--- src/rtl/mole_lifetime_tracker.sv ---
// mole_lifetime_tracker
// Per-hole mole lifetime manager: spawns moles, times them out on game ticks,
// retires them on strikes, and blocks each hole for a cooldown before reuse.
// Emits the live mole vector plus registered hit/miss/escape events and a
// saturating escape counter.
module mole_lifetime_tracker #(
  parameter int NUM_HOLES      = 5,
  parameter int LIFETIME_TICKS = 3,
  parameter int COOLDOWN_TICKS = 1
) (
  input  logic                 clock,
  input  logic                 reset,
  input  logic                 clear,
  input  logic                 tick,
  input  logic                 spawn_valid,
  input  logic [NUM_HOLES-1:0] spawn,
  input  logic [2:0]           hit_hole,
  output logic [NUM_HOLES-1:0] moles_up,
  output logic                 hit_pulse,
  output logic [2:0]           hit_index,
  output logic                 miss_pulse,
  output logic                 escape_pulse,
  output logic [7:0]           escape_count
);

  typedef enum logic [1:0] {
    EMPTY = 2'd0,
    UP    = 2'd1,
    COOL  = 2'd2
  } hole_state_t;

  localparam logic [3:0] LIFE_LOAD = 4'(LIFETIME_TICKS);
  localparam logic [3:0] COOL_LOAD = 4'(COOLDOWN_TICKS);

  hole_state_t          state_r [NUM_HOLES];
  hole_state_t          state_s [NUM_HOLES];
  logic [3:0]           cnt_r   [NUM_HOLES];
  logic [3:0]           cnt_s   [NUM_HOLES];
  logic [2:0]           prev_hit_r;
  logic                 strike_s;
  logic [NUM_HOLES-1:0] hit_sel_s;
  logic [NUM_HOLES-1:0] up_vec_s;
  logic [NUM_HOLES-1:0] escape_s;
  logic [NUM_HOLES-1:0] up_next_s;
  logic                 hit_any_s;
  logic                 miss_any_s;

  logic [NUM_HOLES-1:0] moles_up_r;
  logic                 hit_pulse_r;
  logic [2:0]           hit_index_r;
  logic                 miss_pulse_r;
  logic                 escape_pulse_r;
  logic [7:0]           escape_count_r;

  // Strike decode: a new in-range switch value differing from last cycle's.
  always_comb begin
    strike_s  = 1'b0;
    hit_sel_s = '0;
    up_vec_s  = '0;
    if ((hit_hole != 3'd0) && (hit_hole <= 3'(NUM_HOLES)) && (hit_hole != prev_hit_r)) begin
      strike_s = 1'b1;
    end else begin
      strike_s = 1'b0;
    end
    for (int i = 0; i < NUM_HOLES; i++) begin
      hit_sel_s[i] = strike_s && (hit_hole == 3'(i + 1));
      up_vec_s[i]  = (state_r[i] == UP);
    end
    hit_any_s  = |(hit_sel_s & up_vec_s);
    miss_any_s = strike_s && !hit_any_s;
  end

  // Per-hole next-state and tick counter update.
  always_comb begin
    escape_s  = '0;
    up_next_s = '0;
    for (int i = 0; i < NUM_HOLES; i++) begin
      state_s[i] = state_r[i];
      cnt_s[i]   = cnt_r[i];
      case (state_r[i])
        EMPTY: begin
          if (spawn_valid && spawn[i]) begin
            state_s[i] = UP;
            cnt_s[i]   = LIFE_LOAD;
          end else begin
            state_s[i] = EMPTY;
          end
        end
        UP: begin
          if (hit_sel_s[i]) begin
            // Strike beats an expiring tick in the same cycle.
            state_s[i] = COOL;
            cnt_s[i]   = COOL_LOAD;
          end else if (tick) begin
            if (cnt_r[i] == 4'd1) begin
              state_s[i]  = COOL;
              cnt_s[i]    = COOL_LOAD;
              escape_s[i] = 1'b1;
            end else begin
              cnt_s[i] = cnt_r[i] - 4'd1;
            end
          end else begin
            state_s[i] = UP;
          end
        end
        COOL: begin
          if (COOL_LOAD == 4'd0) begin
            state_s[i] = EMPTY;
            cnt_s[i]   = 4'd0;
          end else if (tick) begin
            if (cnt_r[i] == 4'd1) begin
              state_s[i] = EMPTY;
              cnt_s[i]   = 4'd0;
            end else begin
              cnt_s[i] = cnt_r[i] - 4'd1;
            end
          end else begin
            state_s[i] = COOL;
          end
        end
        default: begin
          state_s[i] = EMPTY;
          cnt_s[i]   = 4'd0;
        end
      endcase
      up_next_s[i] = (state_s[i] == UP);
    end
  end

  // State, counters, event pulses and escape counter registers.
  always_ff @(posedge clock or posedge reset) begin
    if (reset) begin
      for (int i = 0; i < NUM_HOLES; i++) begin
        state_r[i] <= EMPTY;
        cnt_r[i]   <= 4'd0;
      end
      prev_hit_r     <= 3'd0;
      moles_up_r     <= '0;
      hit_pulse_r    <= 1'b0;
      hit_index_r    <= 3'd0;
      miss_pulse_r   <= 1'b0;
      escape_pulse_r <= 1'b0;
      escape_count_r <= 8'd0;
    end else if (clear) begin
      for (int i = 0; i < NUM_HOLES; i++) begin
        state_r[i] <= EMPTY;
        cnt_r[i]   <= 4'd0;
      end
      prev_hit_r     <= 3'd0;
      moles_up_r     <= '0;
      hit_pulse_r    <= 1'b0;
      hit_index_r    <= 3'd0;
      miss_pulse_r   <= 1'b0;
      escape_pulse_r <= 1'b0;
      escape_count_r <= 8'd0;
    end else begin
      for (int i = 0; i < NUM_HOLES; i++) begin
        state_r[i] <= state_s[i];
        cnt_r[i]   <= cnt_s[i];
      end
      prev_hit_r     <= hit_hole;
      moles_up_r     <= up_next_s;
      hit_pulse_r    <= hit_any_s;
      miss_pulse_r   <= miss_any_s;
      escape_pulse_r <= |escape_s;
      if (strike_s) begin
        hit_index_r <= hit_hole;
      end else begin
        hit_index_r <= hit_index_r;
      end
      if ((|escape_s) && (escape_count_r != 8'd255)) begin
        escape_count_r <= escape_count_r + 8'd1;
      end else begin
        escape_count_r <= escape_count_r;
      end
    end
  end

  assign moles_up     = moles_up_r;
  assign hit_pulse    = hit_pulse_r;
  assign hit_index    = hit_index_r;
  assign miss_pulse   = miss_pulse_r;
  assign escape_pulse = escape_pulse_r;
  assign escape_count = escape_count_r;

endmodule

--- config.mk ---
export PLATFORM = sky130hd
export DESIGN_NAME = mole_lifetime_tracker
export DESIGN_NICKNAME = d
export VERILOG_FILES = /design/src/rtl/mole_lifetime_tracker.sv
export SDC_FILE = /design/constraint.sdc
export NUM_CORES = 1
export LEC_CHECK = 0
export BUFFER_PORTS_ARGS = -buffer_cell sky130_fd_sc_hd__buf_2
export CORE_ASPECT_RATIO = 1.25
export CORE_MARGIN = 5
export CORE_UTILIZATION = 55
export CTS_BUF_LIST = sky130_fd_sc_hd__clkbuf_8
export DETAILED_ROUTE_END_ITERATION = 12
export PLACE_DENSITY = 0.84
export SYNTH_ARGS = -nofsm -noshare
export SYNTH_HDL_FRONTEND = slang
export SYNTH_SLANG_ARGS = --single-unit
--- constraint.sdc ---
create_clock -name clock -period 2.15 [get_ports clock]
set_clock_uncertainty 0.15 [all_clocks]
set_input_delay 0.43 -clock clock [delete_from_list [all_inputs] [get_ports clock]]
set_output_delay 0.43 -clock clock [all_outputs]
set_load 0.02 [all_outputs]
==> results.sh <==
export IMPL_status="finished, violations left"
export IMPL_violations="negative setup slack"
export IMPL_max_slew_margin=0.725
export IMPL_coreArea_um2=5700
export IMPL_wl_met3_um=381
export IMPL_synthTopCellsByCount="dfrtp_1, nor2_1, o21ai_0"
export IMPL_fmax_ghz=0.463
export IMPL_gp_congestion=0.856
export IMPL_area_growth_pct=24.8
export IMPL_reg2reg_from="prev_hit_r[1]$_DFF_PP0_"
export IMPL_required_ps=2200
export IMPL_overflow=0
export IMPL_clk_latency_ps=300
export IMPL_mappedNetlistNets=385
export IMPL_clockBufferDepth=2
export IMPL_synth_yosys_seq_area_share=0.408
export IMPL_numCtsBuffers=5
export IMPL_std_cell_rows=31
export IMPL_top_layer="met4"
export IMPL_async_flop_share=1.00
export IMPL_setup_viol=1
export IMPL_crit_path_start="prev_hit_r[1]$_DFF_PP0_"
export IMPL_tightest_slew_ps=408
export IMPL_yosys_area_top_type_share=0.408
export IMPL_grt_pass1_wl_um=13300
export IMPL_first_iter_violations=229
export IMPL_critical_path_class="reg2reg"
export IMPL_rsz0062_at_grt="true"
export IMPL_layoutNonFillerInstCount=508
export IMPL_met1_length_um=3390
export IMPL_vias=3006
export IMPL_syn_area_um2=3190
export IMPL_powerDensity_nw_per_um2=575
export IMPL_yosys_top_cells_area="dfrtp_1, o21ai_0, ha_1"
export IMPL_layout_setup_ws_ps=-10.8
export IMPL_fill_cells=435
export IMPL_grt_pass1_vias=2975
export IMPL_p_leak_uw=0.00186
export IMPL_synthCells=361
export IMPL_synth_top_flop_cell="dfrtp_1"
export IMPL_period_share=1.01
export IMPL_grt_use_total=0.221
export IMPL_root_buffer="clkbuf_8"
export IMPL_cts_sinks=52
export IMPL_antenna_found_initial=0
export IMPL_fp_dieW_um=78.1
export IMPL_synth_warning_count=0
export IMPL_clkTransAtPathRegs_ps=90
export IMPL_min_path_type="in2reg"
export IMPL_cp_max_fo=5
export IMPL_synth_edf_count=0
export IMPL_numPortBuffers=31
export IMPL_drc=0
export IMPL_grt_start_max_net_pins=42
export IMPL_arrival_ps=2210
export IMPL_hpwlAfterDp_um=5910
export IMPL_drive_above_1_share=0.285
export IMPL_dieArea_um2=7430
export IMPL_antenna_cells=0
export IMPL_yosys_register_bits=52
export IMPL_first_pass_iters=4
export IMPL_fin_nets=466
export IMPL_io_pins=32
export IMPL_synthMostInstantiatedCell="dfrtp_1"
export IMPL_maxCapViolCount=0
export IMPL_avgSynthCellArea_um2=8.84
export IMPL_start_util=0.560
export IMPL_min_from="hit_hole[1]"
export IMPL_ant_nets=0
export IMPL_fin_util=0.698
export IMPL_synth_distinct_cells=61
export IMPL_maxSlewViolCount=0
export IMPL_cts_tree="built"
export IMPL_cts_max_level=2
export IMPL_vias_per_cell=5.92
export IMPL_post_route_min_period_ps=2160
export IMPL_hold_viol_final=0
export IMPL_ir_drop_uv=403
export IMPL_drt_wl_total_um=7980
export IMPL_wire_per_inst_um=15.7
export IMPL_post_place_cells=496
export IMPL_synth_top_area_cell="dfrtp_1"
export IMPL_wl_met2_um=4080
export IMPL_die_y_um=95.2
export IMPL_start_kind="flip-flop"
export IMPL_end_kind="flip-flop"
[layout make-up]
type                            instances  area, um^2  area share
Tap cell                               66        82.6      0.0207
Clock inverter                          2        8.76     0.00220
Multi-Input combinational cell        274        1820       0.457
Clock buffer                            5        68.8      0.0173
Inverter                               18        67.6      0.0170
Timing Repair Buffer                   91         633       0.159
Sequential cell                        52        1300       0.327
[worst max-delay path, cell delays in order (launching register included)]
cell	delay (ps)
dfrtp_1	440
or3b_4	410
a211o_1	280
o211a_4	150
a21oi_4	130
and3_4	200
mux2_4	290
[layout by cell type (no fill, tap or decap), types with 6 or more instances in the layout]
cell type / netlist / final
buf_4: 2 / 57
dfrtp_1: 52 / 52
nor2_1: 36 / 36
buf_2: 2 / 31
o21ai_0: 30 / 29
nand2_1: 24 / 23
inv_1: 18 / 18
nor3_1: 17 / 17
a21oi_1: 20 / 16
ha_1: 11 / 11
a31oi_1: 9 / 9
nor2b_1: 8 / 8
nand3b_1: 7 / 7
nand3_1: 7 / 7
a211oi_1: 6 / 6
nand2b_1: 6 / 6
nor3b_1: 11 / 6
[sequential cells by signal, summed over array words and instances (netlist names)]
signal	flops
hit_index	3
moles_up	5
escape_pulse	1
hit_pulse	1
escape_count	8
cnt_r	20
miss_pulse	1
prev_hit_r	3
state_r	10
[power breakdown]
part	total [uW]	switching (uW)	internal [uW]
clock	524	306	217
combinational	677	369	308
sequential	1090	47.9	1040
[worst paths after layout]
path | slack (ps) | to | cells past startpoint
setup / recovery | -10 | escape_count[7]$_DFFE_PP0P_ | 6
max in group asynchronous | 870 | cnt_r[0]$_DFFE_PP0P_ | 4
setup reg to reg | -10 | escape_count[7]$_DFFE_PP0P_ | 6
hold / removal | 320 | hit_index[1]$_DFFE_PP0P_ | 3
hold reg to reg | 390 | hit_index[2]$_DFFE_PP0P_ | 2
min in group asynchronous | 460 | cnt_r[7]$_DFFE_PP0P_ | 3
[per-stage QoR]
stage | setup slack (ps) | setup TNS (ps) | hold slack (ps) | total power [uW] | instance area, um^2
4_1_cts | 1.59 | 0 | 322 | 2290 | 3930
2_1_floorplan | -12.4 | -12.4 | 322 | 1500 | 3210
5_1_grt | -77.8 | -202 | 331 | 2430 | 3980
3_5_place_dp | -103 | -564 | 240 | 1750 | 3800
3_3_place_gp | -39.7 | -39.7 | 230 | 1710 | 3800
6_report | -10.8 | -10.8 | 320 | 2290 | 3980
[logic make-up (layout without fill, tap and decap cells)]
logic type,after synthesis,count (layout),synth area share
and+or+nand+nor,142,142,0.241
adders and majority gates,11,11,0.0431
buffers and inverters,35,116,0.0478
AOI/OAI and AO/OA,110,110,0.226
muxes,6,6,0.0208
DFF,52,52,0.408
xor gates and xnor gates,5,5,0.0137
[layer usage]
layer	track usage	up-vias
li1	-	1459
met1	0.272	1433
met2	0.387	103
met3	0.0331	11
met4	0.0845	0
met5	0	-
[what timing repair did]
item                       CTS  global route
hold endpoints to repair    11             0
buffers inserted             3             1
resized for setup            5            11
hold buffers                 1             0
setup endpoints to repair    6            21
pin swaps                    2             5
No activity file was read; power rests on OpenSTA's default activity.
